## src/rtl/cpu_mem_arbiter.sv

```systemverilog
// Shares one backing-memory port between the IMEM fetch and DMEM data requesters.
// DMEM has priority; a starvation counter forces an IMEM grant after STARVE_LIMIT DMEM wins.
module cpu_mem_arbiter #(
  parameter int unsigned STARVE_LIMIT = 4
) (
  input  logic        clk,
  input  logic        rst,
  input  logic [31:0] imem_addr,
  input  logic [3:0]  imem_rmask,
  output logic [31:0] imem_rdata,
  output logic        imem_resp,
  input  logic [31:0] dmem_addr,
  input  logic [3:0]  dmem_rmask,
  input  logic [3:0]  dmem_wmask,
  input  logic [31:0] dmem_wdata,
  output logic [31:0] dmem_rdata,
  output logic        dmem_resp,
  output logic [31:0] mem_addr,
  output logic [3:0]  mem_rmask,
  output logic [3:0]  mem_wmask,
  output logic [31:0] mem_wdata,
  input  logic [31:0] mem_rdata,
  input  logic        mem_resp
);

  localparam logic [3:0] LIMIT = 4'(STARVE_LIMIT);

  typedef enum logic [1:0] {S_IDLE, S_ISSUE, S_WAIT} state_e;
  typedef enum logic {OWN_IMEM, OWN_DMEM} owner_e;

  state_e      r_state, w_state_nx;
  owner_e      r_owner, w_owner_nx;
  logic [3:0]  r_starve, w_starve_nx;

  logic        r_i_pend, r_d_pend;
  logic [31:0] r_i_addr, r_d_addr, r_d_wdata;
  logic [3:0]  r_i_rmask, r_d_rmask, r_d_wmask;

  logic        w_resp, w_i_done, w_d_done, w_i_req, w_d_req, w_i_take, w_d_take;
  logic        w_i_pend_nx, w_d_pend_nx, w_grant, w_pick_d;
  logic [31:0] w_i_addr_nx, w_d_addr_nx, w_d_wdata_nx;
  logic [3:0]  w_i_rmask_nx, w_d_rmask_nx, w_d_wmask_nx;

  // Arbitration sees the post-edge pending view so a request captured at this
  // edge (including one arriving with its owner's resp) can be granted at once.
  always_comb begin
    w_resp       = (r_state == S_WAIT) && mem_resp;
    w_i_done     = w_resp && (r_owner == OWN_IMEM);
    w_d_done     = w_resp && (r_owner == OWN_DMEM);
    w_i_req      = |imem_rmask;
    w_d_req      = (|dmem_rmask) || (|dmem_wmask);
    w_i_take     = w_i_req && (!r_i_pend || w_i_done);
    w_d_take     = w_d_req && (!r_d_pend || w_d_done);
    w_i_pend_nx  = w_i_take || (r_i_pend && !w_i_done);
    w_d_pend_nx  = w_d_take || (r_d_pend && !w_d_done);
    w_i_addr_nx  = w_i_take ? imem_addr  : r_i_addr;
    w_i_rmask_nx = w_i_take ? imem_rmask : r_i_rmask;
    w_d_addr_nx  = w_d_take ? dmem_addr  : r_d_addr;
    w_d_rmask_nx = w_d_take ? dmem_rmask : r_d_rmask;
    w_d_wmask_nx = w_d_take ? dmem_wmask : r_d_wmask;
    w_d_wdata_nx = w_d_take ? dmem_wdata : r_d_wdata;

    w_grant  = ((r_state == S_IDLE) || w_resp) && (w_i_pend_nx || w_d_pend_nx);
    w_pick_d = w_d_pend_nx && (!w_i_pend_nx || (r_starve != LIMIT));

    w_state_nx  = r_state;
    w_owner_nx  = r_owner;
    w_starve_nx = r_starve;
    case (r_state)
      S_IDLE:  if (w_grant) w_state_nx = S_ISSUE;
      S_ISSUE: w_state_nx = S_WAIT;
      S_WAIT:  if (w_resp) w_state_nx = w_grant ? S_ISSUE : S_IDLE;
      default: w_state_nx = S_IDLE;
    endcase
    if (w_grant) begin
      w_owner_nx = w_pick_d ? OWN_DMEM : OWN_IMEM;
      if (w_pick_d && w_i_pend_nx)
        w_starve_nx = (r_starve == LIMIT) ? r_starve : r_starve + 4'd1;
      else
        w_starve_nx = '0;
    end
  end

  always_ff @(posedge clk) begin
    if (rst) begin
      r_state   <= S_IDLE;
      r_owner   <= OWN_IMEM;
      r_starve  <= '0;
      r_i_pend  <= 1'b0;
      r_d_pend  <= 1'b0;
      r_i_addr  <= '0;
      r_i_rmask <= '0;
      r_d_addr  <= '0;
      r_d_rmask <= '0;
      r_d_wmask <= '0;
      r_d_wdata <= '0;
    end else begin
      r_state   <= w_state_nx;
      r_owner   <= w_owner_nx;
      r_starve  <= w_starve_nx;
      r_i_pend  <= w_i_pend_nx;
      r_d_pend  <= w_d_pend_nx;
      r_i_addr  <= w_i_addr_nx;
      r_i_rmask <= w_i_rmask_nx;
      r_d_addr  <= w_d_addr_nx;
      r_d_rmask <= w_d_rmask_nx;
      r_d_wmask <= w_d_wmask_nx;
      r_d_wdata <= w_d_wdata_nx;
    end
  end

  // Memory port registers: masks live for the single ISSUE cycle, addr/wdata hold.
  always_ff @(posedge clk) begin
    if (rst) begin
      mem_addr  <= '0;
      mem_rmask <= '0;
      mem_wmask <= '0;
      mem_wdata <= '0;
    end else if (w_grant) begin
      if (w_pick_d) begin
        mem_addr  <= w_d_addr_nx;
        mem_wmask <= w_d_wmask_nx;
        mem_rmask <= (|w_d_wmask_nx) ? '0 : w_d_rmask_nx;
        mem_wdata <= w_d_wdata_nx;
      end else begin
        mem_addr  <= w_i_addr_nx;
        mem_wmask <= '0;
        mem_rmask <= w_i_rmask_nx;
        mem_wdata <= '0;
      end
    end else if (r_state == S_ISSUE) begin
      mem_rmask <= '0;
      mem_wmask <= '0;
    end
  end

  assign imem_resp  = w_i_done;
  assign dmem_resp  = w_d_done;
  assign imem_rdata = w_i_done ? mem_rdata : '0;
  assign dmem_rdata = w_d_done ? mem_rdata : '0;

endmodule

```

## config.mk

```make
export PLATFORM = sky130hd
export DESIGN_NAME = cpu_mem_arbiter
export DESIGN_NICKNAME = d
export VERILOG_FILES = /design/src/rtl/cpu_mem_arbiter.sv
export SDC_FILE = /design/constraint.sdc
export NUM_CORES = 1
export LEC_CHECK = 0
export ABC_AREA = 1
export ABC_CLOCK_PERIOD_IN_PS = 2400
export CAP_MARGIN = 15
export CELL_PAD_IN_SITES_DETAIL_PLACEMENT = 1
export CELL_PAD_IN_SITES_GLOBAL_PLACEMENT = 1
export CORE_MARGIN = 3
export CORE_UTILIZATION = 31
export CTS_CLUSTER_DIAMETER = 150
export DETAILED_ROUTE_END_ITERATION = 7
export PLACE_DENSITY_LB_ADDON = 0.08
export RECOVER_POWER = 100
export SLEW_MARGIN = 20
export SYNTH_ARGS = -nofsm -noshare
export SYNTH_HDL_FRONTEND = slang
export SYNTH_SLANG_ARGS = --single-unit
export TNS_END_PERCENT = 10
```

## constraint.sdc

```tcl
create_clock -name clk -period 2.4 [get_ports clk]
set_clock_uncertainty 0.2 [all_clocks]
set_input_delay 0.48 -clock clk [delete_from_list [all_inputs] [get_ports clk]]
set_output_delay 0.48 -clock clk [all_outputs]
set_load 0.02 [all_outputs]
```

After elaboration in Yosys (flattened, before gate mapping)
Index checks and enable logic that the tools add are counted.
Widths: inputs -> output; s select.
- bits in registers: 189
- $add $sub $neg: 1
- eq/ne operators: 7
- multiplexer cells: 23
- bitwise operators: 1
- reduce and logical (&&, ||, !) cells: 31
- operators by type and width (operator ; count):
    $mux 32 ; 7
    $mux 4 ; 11
    $reduce_or 4->1 ; 4
    $logic_and 1x1->1 ; 10
    $logic_or 1x1->1 ; 8
    $ne 2x2->1 const B ; 3
    $pmux 2 s3 ; 1
    $logic_not 1->1 ; 5
    $add 4x1->4 const B ; 1
    $eq 4x3->1 const B ; 1
    $mux 2 ; 2
    $ne 4x3->1 const B ; 1
    $reduce_and 2->1 ; 2
    $eq 2x1->1 const B ; 1
    $eq 2x2->1 const B ; 1
    $logic_not 2->1 ; 1
    $mux 1 ; 2
    $reduce_bool 2->1 ; 1
    $not 1->1 ; 1

Longest topological paths before layout
Gate-level depths: netlist of the first run.
- depth after elaboration: 12
- mapped depth: 13

Worst setup path before layout of the first run
OpenSTA, ideal clock, no wires.
- path type: input-to-reg
- start: input port dmem_rmask[1]
- end: register mem_addr[31]
- setup time: 113 ps
- data arrival time: 1734 ps
- required time: 2087 ps
- setup slack: 353 ps
- stages on the path: 11
- path through: inv_1 -> nand2_1 -> nor2_1 -> nand2_1 -> nand2_4 -> buf_6 -> buf_2 -> mux2i_1 -> nand2_1 -> nand3_1 -> nand2_1
- word-level cells in the longest chain between the ends: 6
- RTL lines (what ; line ; RTL):
    start, declared ; 13 ; input logic [3:0] dmem_rmask,
    $reduce_or 4->1 * ; 51 ; w_d_req = (|dmem_rmask) || (|dmem_wmask);
    $logic_or 1x1->1 * ; 51 ;
    $logic_and 1x1->1 * ; 53 ; w_d_take = w_d_req && (!r_d_pend || w_d_done);
    $logic_or 1x1->1 ; 55 ; w_d_pend_nx = w_d_take || (r_d_pend && !w_d_done);
    $logic_and 1x1->1 / $logic_or 1x1->1 (equally long branches) ; 64, 63 ;
    $mux 32 / $logic_and 1x1->1 (equally long branches) ; 120, 63 ;
    end signal, assigned ; 121 ; mem_addr <= w_d_addr_nx;
    end signal, assigned ; 126 ; mem_addr <= w_i_addr_nx;
    end, declared ; 18 ; output logic [31:0] mem_addr,
Every way passes the cells marked *; elsewhere a longest branch is shown, timed or not.
A chain may end at the register's enable or synchronous reset.

Worst setup path in the final report of the first run
- start: register r_state[0]
- end: output port dmem_rdata[23]
- word-level cells in the longest chain between the ends: 4
- RTL lines (what ; line ; RTL):
    start, declared ; 31 ; state_e r_state, w_state_nx;
    start signal, assigned ; 98 ; r_state <= w_state_nx;
    $eq 2x2->1 ; 47 ; w_resp = (r_state == S_WAIT) && mem_resp;
    $logic_and 1x1->1 ; 47 ;
    $logic_and 1x1->1 ; 49 ; w_d_done = w_resp && (r_owner == OWN_DMEM);
    $mux 32 ; 140 ; assign dmem_rdata = w_d_done ? mem_rdata : '0;
    end, declared ; 16 ; output logic [31:0] dmem_rdata,
No other way between the ends.

==> results.txt, run 1 <==
The flow ran to the end, and the final reports show no timing, DRC or antenna violations. The path with the worst hold slack has its endpoint at r_d_addr[27]$_SDFF_PP0_. For this block, the routed nets add up to 26.9 mm of wire. The sequential element share of the synthesized area was 0.501. The tools report the post-cts hold buffer count as 0. Once detail routing completed, the nets flagged for antenna violations numbered 0. The count of buffers inserted at the top-level ports is 280, and the compound-cell area share of the yosys netlist is 0.162. The later pin in the worst-skew pair is clocked with a latency of 0.43 ns.

The mapped netlist covers 7560 um^2. Pin placement for this block handled 281 I/O pins. The proportion of power drawn by the clock network was 0.326; the clock period minus final worst setup slack was 2.30 ns. The post-synthesis mux area share is 0.00265, and the number of maximum-capacitance constraint violations is 0.

The pre-CTS worst setup slack was -0.458 ns; the setup-violating endpoint count in the final report was 0. The logs give 4 for the number of iterations in the first detailed-routing pass and 0.753 for the final weighted congestion in routability-driven placement. Measured along the y axis, the die boundary spans 162 um. After detailed routing, the average wire length per cell comes to 16.0 um.

The netlist uses 28 different library cells. In this run the mean area of a mapped cell was 7.42 um^2. The initial antenna violation count is 0.

The worst hold path was traced through 2 stages. The reg-to-reg critical path endpoint is mem_wdata[15]$_SDFFE_PP0P_. The die is 162 um wide. TritonCTS built the clock tree. For the worst flop-to-flop path, the logic depth is 10. The switching fraction of total power is 0.321.

For this design the static power due to leakage is 5.37 nW. The clock buffer count from CTS is 17, and the peak supply drop is 421 uV. The share of power burned in registers was 0.416; the worst hold margin was 0.207 ns. Counting every net in the synthesized netlist gives 1164. The tools report the startpoint of the worst-slack reg-to-reg timing path as r_state[0]$_SDFFE_PP0P_. The logs give 8121 for the via count of the first global-routing pass and 0 for the final routed DRC violation total. The largest fanout on the critical path is 33, and the via count of the routed design is 7848. The proportion of layout cells with a drive suffix above 1 works out to 0.135.

In the routed layout, each cell is associated on average with a via count of 4.65. The total count of max-transition violations in the final report was 0; the area inside the core boundary was 23700 um^2. Compared with the post-synthesis result, the final layout area differs by 58.4%. The run gives 19.8 mm as the half-perimeter wire length after detailed placement. The area share of xor/xnor cells in the synthesized design was 0.00232. The most frequent standard cell in the layout excluding fill and tap cells was dfxtp_1. Clock tree synthesis selected as its root buffer the cell clkbuf_16.

The floorplan has 56 rows. The switching power was 0.00278 W. The worst-case clock buffer depth is 2, and the H-tree depth reported by CTS is 4. The slew at the pin with the worst max-slew slack works out to 0.381 ns. After the first detailed-routing iteration, the DRC count stood at 333. For the final-report hold violation count, the log shows 0.

Dominant combinational cell family by area after synthesis: simple AND/OR/NAND/NOR gates. At the worst endpoint, the required time is 1.72 ns. The worst setup path is launched from a flop.

The internal cell power was 0.00587 W; the total global routing track utilization was 0.201. The share of synthesized cell area in full adder, half adder and majority cells is 0.00331, and the antenna cell count is 0. The critical path class was flop to primary output. The headroom to the max-slew limit is 0.746. The post-synthesis register bit count is 189, and the count of clock tree sinks is 189. Simple-gate share of the synthesized area: 0.239.

The floorplan step defined a die boundary enclosing 26300 um^2. For flop-to-flop paths, the worst setup slack is 0.24 ns. In the final timing run, aggregate negative setup slack is 0 ns.

Power spread over the standard cell area amounts to 722 nW/um^2. Static timing analysis puts the maximum clock frequency at 0.435 GHz. The first global-routing pass estimated 42.3 mm of wire.

The largest net degree at the start of global routing is 37. The tightest min-delay check is of the input pin to flop type. The clock transition at the registers of the reported paths is 0.08 ns. The completed layout was analyzed and its total power is 0.00865 W. For the initial core utilization, the log shows 0.319. The tools report the number of warnings printed during yosys synthesis as 0. Post-route clock period utilization: 0.958. In the layout the commonest cells are dfxtp_1, nand2_1, nor2_1. The run gives 0 as the total global routing overflow. Setup repair after global routing could not meet its margin everywhere.

Combinational fraction of design power: 0.258. The tools report the hold path startpoint as rst. STA classifies the critical path endpoint as a primary output. For the number of nets in the layout, the log shows 1499. Counting every instance in the synthesized netlist gives 1019. Once routing completed, OpenROAD measured the worst setup slack at 0.100 ns.

For the worst setup path, the data arrival time is 1.62 ns.
==> kinds of logic after synthesis <==
| group | Yosys count |
|---|---|
| and+or+nand+nor | 443 |
| AOI/OAI and AO/OA | 219 |
| DFF | 189 |
| xor gates and xnor gates | 2 |
| adders and majority gates | 2 |
| muxes | 2 |
| buffers and inverters | 162 |
==> final cells by class <==
class                   instances  area [um^2]
multi-input cells             668         3110
fillers                      2980        11700
inverters                      94          355
clock inverters                15          169
flip-flops and latches        189         3780
clock buffers                  17          425
repair buffers                384         3730
well taps                     319          399
==> per-stage QoR <==
stage	util	std cells	area (um^2)
after floorplan	-	1019	7560
after global placement	0.482	1654	11400
after detailed placement	0.482	1654	11400
after CTS	0.509	1686	12100
after global routing	0.506	1686	12000
final	0.506	1686	12000
==> cell usage after synthesis (all sizes together) <==
cell type / n / area, um^2
o21ai: 76 / 380
a211oi: 1 / 7.51
nand2: 183 / 702
clkbuf: 38 / 143
buf: 30 / 180
dfxtp: 189 / 3780
xor2: 2 / 17.5
a21oi: 109 / 549
o21a: 1 / 7.51
inv: 94 / 355
nor3: 32 / 160
mux2i: 2 / 20.0
a22o: 32 / 280
nor2: 180 / 681
ha: 2 / 25.0
nand4: 3 / 40.0
nand3: 45 / 225
==> registers in the layout, summed over array words and instances, names as in the netlist, 2 cells and up <==
register	cells
mem_addr	32
r_state	2
r_d_wdata	32
r_d_addr	32
r_i_addr	32
r_i_rmask	4
r_starve	4
mem_wmask	4
r_d_wmask	4
mem_rmask	4
r_d_rmask	4
mem_wdata	32
==> worst max-delay path by stage <==
stage,slack (ns),startpoint,cells after the start,end
finish,0.10,r_state[0]$_SDFFE_PP0P_,5,dmem_rdata[23]
global route,-0.02,dmem_rmask[3],12,mem_addr[13]$_SDFFE_PP0P_
CTS,0.04,r_state[1]$_SDFFE_PP0P_,4,imem_rdata[9]
detailed placement,-0.46,mem_resp,12,mem_addr[8]$_SDFFE_PP0P_
global placement,-0.38,mem_resp,5,imem_rdata[22]
floorplan,0.35,dmem_rmask[1],11,mem_addr[31]$_SDFFE_PP0P_
==> worst max-delay path, cell delays in order (launching register included) <==
cell             delay, ns
dfxtp_1               0.33
inv_2                 0.09
nand4_2               0.11
buf_8                 0.20
nor2_1                0.12
clkdlybuf4s15_1       0.33
==> what timing repair did <==
item | in CTS | in global routing
resized for setup | 185 | 4
buffers inserted | 0 | 0
setup endpoints to repair | 79 | 132
==> metal layers <==
layer,up-vias,part of all wire,track usage
li1,3936,-,-
met1,3704,0.45,0.247
met2,192,0.49,0.357
met3,16,0.048,0.0446
met4,0,0.0087,0.0485
met5,-,0,0
==> power groups by stage <==
stage / sequential, W / clock (W) / combinational (W)
finish: 0.00360 / 0.00282 / 0.00223
global route: 0.00363 / 0.00303 / 0.00246
CTS: 0.00361 / 0.00291 / 0.00237
detailed placement: 0.00368 / 0 / 0.00236
global placement: 0.00367 / 0 / 0.00233
floorplan: 0.00387 / 0 / 0.000919
Power figures use the tool's default switching activity.
==> run 2, diff against run 1 <==
Settings changed: PLACE_DENSITY from default to 0.84, PLACE_DENSITY_LB_ADDON 0.08 to default.
==> run 2 against run 1 <==
  * Sequential power is essentially flat
  * Flip-flop and latch count is the same
  * Die area is the same
  * First-iteration DRC count grew 8.1%
  * Cell count shrank 0.95%
  * Global-route usage grew 0.81 points
  * Worst hold slack gained 0.055 ns
  * Core utilization shrank 0.46 points
  * Design area shrank 0.91%
  * Non-clock buffer count shrank 16
  * Combinational power grew 4%
==> results.txt, run 2 (synthesized netlist as in run 1, its figures left out) <==
For the via count of the first global-routing pass, the log shows 8366 (+3.0%). Required arrival time at the worst endpoint: 1.72 ns (about the same). STA classifies the critical path startpoint as a flop.

The final routed DRC violation total is 0 (unchanged). The proportion of layout cells with a drive suffix above 1 came out at 0.128 (-0.00728). The tools report the number of rows created at floorplan as 56 (unchanged). For the clock insertion delay at the later pin of the skew report, the log shows 0.43 ns (about the same). The number of routed nets with antenna violations came out at 0 (unchanged). For the setup-violating endpoint count in the final report, the log shows 0 (unchanged). Compared with the post-synthesis result, the final layout area differs by 57.0%. The average vias per placed instance was 4.79 (+2.8%); the clock period minus final worst setup slack was 2.28 ns (-0.0163 ns). In this run the critical register-to-register path is launched from r_state[0]$_SDFFE_PP0P_.

The number of DRC markers in iteration 0 is 360 (+8.1%). The largest fanout on the critical path came out at 33 (unchanged). The routed wirelength normalized by instance count came out at 16.7 um (+4.8%).

In the layout the commonest cells are clkdlybuf4s50_1, dfxtp_1, nand2_1. Cell class contributing the biggest share of worst-path delay: buffers and inverters. The die span in y works out to 162 um (unchanged). STA classifies the critical path endpoint as a primary output. The critical path class is flop to primary output. The cell total after placement is 1638 (-0.97%). For the total global routing overflow, the log shows 0 (unchanged).

The logs give 0.597 (-0.150) for the headroom to the max-slew limit and 1483 (-1.1%) for the number of nets in the layout. The reported leakage power was 5.17 nW (-3.8%); the half-perimeter wire length after detailed placement was 20.4 mm (+3.2%). Total global routing track utilization: 0.209 (+0.00814). The run gives 117 (+220%) as the largest net degree at the start of global routing. Among all stages on the critical path, the largest delay is contributed by dlygate4sd2_1. In this run the clock root is driven by a clkbuf_16. The number of cells on the worst reg-to-reg path was 13 (+3); the path length in cells of the critical path was 5 (unchanged). The most frequent standard cell in the layout excluding fill and tap cells was clkdlybuf4s50_1.

The number of maximum-capacitance constraint violations is 0 (unchanged). The sum of buffers and inverters on the critical path was 3 (unchanged). The end point of the critical path is dmem_rdata[7]. The tools report the launching element of the worst setup path as r_state[0]$_SDFFE_PP0P_. The min-delay analysis places its worst path in the category flop to flop.

The power per unit of standard cell area was 736 nW/um^2 (+1.9%). The share of the core filled with cells was 0.501 (-0.00460). The slew at the pin with the worst max-slew slack was 0.605 ns (+0.224 ns). Antenna cell count: 0 (unchanged). The clock transition at the registers of the reported paths was 0.07 ns (about the same). For the total wire length after detailed routing, the log shows 28.0 mm (+3.8%).

The reg-to-reg critical path endpoint is r_starve[2]$_SDFFE_PP0P_. The fmax came out at 0.438 GHz (+0.71%). The post-route clock period utilization is 0.952 (-0.00678), and the die area is 26300 um^2 (unchanged). The run finished with clean final reports.

The tools report the number of iterations in the first detailed-routing pass as 4 (unchanged). The run gives 0.319 (unchanged) as the initial core utilization. The clock buffer count from CTS was 17 (unchanged). For the count of clock tree sinks, the log shows 189 (unchanged).

The total count of max-transition violations in the final report is 0 (unchanged), and the final weighted congestion in routability-driven placement is 0.803 (+6.7%). The run gives -0.463 ns (-0.00585 ns) as the pre-CTS worst setup slack. The post-cts hold buffer count was 0 (unchanged); the I/O pin count was 281 (unchanged). The die outline width came out at 162 um (unchanged). Setup repair after global routing could not meet its margin everywhere. The signal on the critical path passes through inv_2 -> nand4_4 -> buf_12 -> nor2_1 -> dlygate4sd2_1.

Peak supply drop: 474 uV (+12%). The tools report the area inside the core boundary as 23700 um^2 (unchanged). TritonCTS built the clock tree. The via count of the routed design is 7991 (+1.8%).

The count of buffers inserted at the top-level ports is 280 (unchanged). The wire length of the first global-routing pass is 44.2 mm (+4.4%), and the final standard cell count with taps included and fillers excluded is 1670 (-0.95%). Final-report hold violation count: 0 (unchanged).

The initial antenna violation count was 1 (+1); the setup slack after layout was 0.116 ns (+0.0163 ns). The signal arrival time at the worst endpoint was 1.60 ns (-0.02 ns); the critical path's largest stage delay was 0.35 ns (+0.02 ns). The tools report the flop-to-flop setup slack as 0.26 ns (+0.02 ns).

The run gives 0.262 ns (+0.0545 ns) as the worst hold margin. The worst-case clock buffer depth is 2 (unchanged). The H-tree depth reported by CTS came out at 4 (unchanged).
run 2: changes by cell type in the layout (fill, tap and decap cells not counted), sizes merged, moves of 8 or more:
cell           change
clkdlybuf4s50     +72
dlygate4sd3       -72
clkdlybuf4s15     -20
dlygate4sd2       +11
clkbuf             -8
run 2: how the worst min path moves through the flow:
stage,from,endpoint,depth (start not counted)
6_report,mem_addr[31]$_SDFFE_PP0P_,mem_addr[31]$_SDFFE_PP0P_,2
5_1_grt,mem_addr[31]$_SDFFE_PP0P_,mem_addr[31]$_SDFFE_PP0P_,2
4_1_cts,mem_addr[31]$_SDFFE_PP0P_,mem_addr[31]$_SDFFE_PP0P_,2
3_5_place_dp,mem_addr[31]$_SDFFE_PP0P_,mem_addr[31]$_SDFFE_PP0P_,2
3_3_place_gp,mem_addr[31]$_SDFFE_PP0P_,mem_addr[31]$_SDFFE_PP0P_,2
2_1_floorplan,r_d_wdata[10]$_SDFF_PP0_,r_d_wdata[10]$_SDFF_PP0_,2
run 2: power breakdown:
group / switching [W] / internal, W
logic: 0.00124 / 0.00107
registers: 0.000159 / 0.00346
clock network: 0.00138 / 0.00142
run 2: layout make-up:
cell class	count	area, um^2
tap	319	399
sequential	189	3780
timing repair buffer	368	3620
clock inverter	14	148
fill	2899	11800
clock buffer	18	439
inverter	94	355
multi-input combinational	668	3120
run 2: worst register-to-register path, delay by kind of cell (launching register included):
| family | cells | cell delay, ns |
|---|---|---|
| AOI/OAI and AO/OA | 1 | 0.23 |
| buffers and inverters | 5 | 0.51 |
| DFF | 1 | 0.36 |
| and+or+nand+nor | 7 | 0.73 |
run 2: repair_timing:
action / in CTS / in global routing
gates resized for setup: 137 / 13
endpoints found under the setup margin: 67 / 79
buffers inserted: 0 / 0
run 2: metal layers:
metal	GRT usage	share of wire	wire length [um]
met1	0.236	0.40	11300
met2	0.386	0.52	14400
met3	0.0510	0.059	1640
met4	0.0636	0.022	610
met5	0	0.00046	13
run 2: per-stage QoR:
step	TNS (ns)	instance area (um^2)	power [W]
after global routing	-0.0105	11900	0.00918
final	0	11900	0.00873
after detailed placement	-62.08	11300	0.00603
after global placement	-47.47	11300	0.00596
after floorplan	0	7560	0.00479
after CTS	0	11900	0.00883
==> run 3, diff against run 2 <==
Settings changed: ABC_CLOCK_PERIOD_IN_PS 2400 to 2300.
Clock period 2.4 ns to 2.3 ns, I/O delays scaled along.
==> run 3 against run 2 <==
  * Core utilization shrank 0.35 points
  * Setup slack worse by 0.073 ns
  * Non-clock buffer count rose by 9
  * Count of clock-buffer cells in the layout decreased by 1
  * Via count up 1.2%
  * Cell count increased by 0.72%
  * Clock power is 7% higher
  * Wire length rose by 5.1%
  * Critical path depth did not move
  * Design area decreased by 0.71%
  * Critical endpoint is now imem_rdata[18]
==> results.txt, run 3 (synthesized netlist as in run 1, its figures left out) <==
The run finished with clean final reports. For the placed cell area, the log shows 11400 um^2 (+0.24%). The slew at the pin with the worst max-slew slack came out at 0.529 ns (-0.0757 ns). The setup slack after layout was 0.0432 ns (-0.0732 ns); the signed area change from the synthesized netlist to the final layout was 55.9%. The tools report the area inside the core boundary as 23700 um^2 (unchanged).

The die span in y came out at 162 um (unchanged). The number of rows created at floorplan is 56 (unchanged). The run gives 8524 (+1.9%) as the via count of the first global-routing pass. The tools report the number of nets in the layout as 1493 (+0.67%). The number of iterations in the first detailed-routing pass was 4 (unchanged); the final weighted congestion in routability-driven placement was 0.800 (-0.29%).

Setup repair after global routing could not meet its margin everywhere. The die area is 26300 um^2 (unchanged). The tools report the final routed DRC violation total as 0 (unchanged). The peak supply drop was 490 uV (+3.6%). The clock transition at the registers of the reported paths is 0.08 ns (about the same), and the proportion of layout cells with a drive suffix above 1 is 0.159 (+0.0314). The via count of the routed design was 8088 (+1.2%); the final-report hold violation count was 0 (unchanged). The tools report the half-perimeter wire length after detailed placement as 21.2 mm (+3.8%). The tightest min-delay check is of the flop to flop type.

The average vias per placed instance works out to 4.81 (+0.49%). The largest fanout on the critical path was 33 (unchanged). The headroom to the max-slew limit was 0.643 (+0.0467). In this run the critical register-to-register path is launched from r_state[0]$_SDFFE_PP0P_. The post-cts hold buffer count is 0 (unchanged). TritonCTS built the clock tree. The die outline width came out at 162 um (unchanged). The tools report the required arrival time at the worst endpoint as 1.64 ns (-0.08 ns). The library cells used most frequently in the layout, excluding fill and tap cells, are dfxtp_1, nand2_1, nor2_1.

For the initial core utilization, the log shows 0.319 (unchanged). For the clock buffer count from CTS, the log shows 17 (unchanged). The total count of max-transition violations in the final report is 0 (unchanged).

The worst-case clock buffer depth is 2 (unchanged). For the setup-violating endpoint count in the final report, the log shows 0 (unchanged). The most frequent standard cell in the layout excluding fill and tap cells was dfxtp_1. The number of maximum-capacitance constraint violations is 0 (unchanged). The routed wirelength normalized by instance count is 17.5 um (+4.4%), and the pre-CTS worst setup slack is -0.529 ns (-0.0655 ns). Power per unit of standard cell area: 779 nW/um^2 (+5.8%). The cell sitting at the root of the clock tree is a clkbuf_16.

The run gives 4 (+3) as the initial antenna violation count. The worst hold path begins at mem_addr[31]$_SDFFE_PP0P_. Overall power consumption: 0.00918 W (+5.1%).

The run gives 0 (unchanged) as the number of routed nets with antenna violations. The largest net degree at the start of global routing was 93 (-21%). STA classifies the critical path startpoint as a flop. The count of clock tree sinks is 189 (unchanged), and the total wire length after detailed routing is 29.4 mm (+5.1%). The worst setup path is captured at a primary output. The run gives 0.43 ns (about the same) as the clock insertion delay at the later pin of the skew report.

The final non-filler cell area came out at 11800 um^2 (-0.71%). The post-route clock period utilization was 0.981; the reported leakage power was 5.37 nW (+3.9%). After layout, the minimum clock period comes to 2.26 ns. The share of the core filled with cells is 0.497 (-0.00354). For this run, the top clock speed supported by timing is 0.443 GHz.

For the total global routing track utilization, the log shows 0.211 (+0.00240). The count of buffers inserted at the top-level ports was 280 (unchanged); the H-tree depth reported by CTS was 4 (unchanged). Launching element of the worst setup path: r_state[0]$_SDFFE_PP0P_.

The run gives 0 (unchanged) as the total global routing overflow. The I/O pin count is 281 (unchanged). Critical path class: flop to primary output. The wire length of the first global-routing pass was 44.5 mm (+0.81%); the signal arrival time at the worst endpoint was 1.60 ns (about the same). The run gives 333 (-7.5%) as the number of DRC markers in iteration 0.
-- run 3: changes by cell type in the layout (fill, tap and decap cells not counted), sizes merged --
cell,delta
inv,+4
clkinv,-1
clkdlybuf4s50,-72
dlygate4sd3,+72
buf,+25
clkbuf,+35
diode,+2
clkinvlp,-2
clkdlybuf4s15,-25
nand2,+1
dlygate4sd2,-27
-- run 3: area by class of cell --
type,instances,area [um^2]
multi-input cells,669,3150
clock buffers,17,425
clock inverters,15,181
inverters,94,355
well taps,319,399
flip-flops and latches,189,3780
fillers,2959,11900
repair buffers,377,3480
diodes,2,5.00
-- run 3: worst max-delay path, stage by stage, from the launching register on --
cell	delay, ns
dfxtp_1	0.34
inv_2	0.11
nand4_2	0.15
buf_12	0.20
nor2_1	0.10
clkdlybuf4s15_2	0.26
-- run 3: routing by layer --
layer	share of wire	vias up	wire length (um)	GRT usage
met5	0.00078	-	23	0
met4	0.034	4	987	0.0818
met3	0.060	58	1760	0.0541
met2	0.50	274	14800	0.388
met1	0.40	3817	11800	0.233
li1	-	3935	-	-
-- run 3: timing repair --
action,CTS,global route
resized for setup,166,81
buffers inserted,0,5
pin swaps,0,1
gates cloned,0,3
endpoints found under the setup margin,74,116
-- run 3: report_power, final --
group | internal, W | switching (W)
clock | 0.00149 | 0.00150
combinational | 0.00108 | 0.00134
sequential | 0.00361 | 0.000157
-- run 3: worst paths after layout --
check | endpoint | slack, ns | cells after the start
hold reg to reg | mem_addr[31]$_SDFFE_PP0P_ | 0.26 | 2
setup / recovery | imem_rdata[18] | 0.04 | 5
hold / removal | mem_addr[31]$_SDFFE_PP0P_ | 0.26 | 2
setup reg to reg | mem_addr[23]$_SDFFE_PP0P_ | 0.12 | 11
-- run 3: metrics by stage --
| stage | setup TNS, ns | hold slack, ns | std cells |
|---|---|---|---|
| 2_1_floorplan | 0 | 0.244 | 1019 |
| 6_report | 0 | 0.258 | 1682 |
| 5_1_grt | -0.394 | 0.289 | 1682 |
| 3_3_place_gp | -62.66 | 0.241 | 1640 |
| 4_1_cts | 0 | 0.264 | 1672 |
| 3_5_place_dp | -75.91 | 0.252 | 1640 |
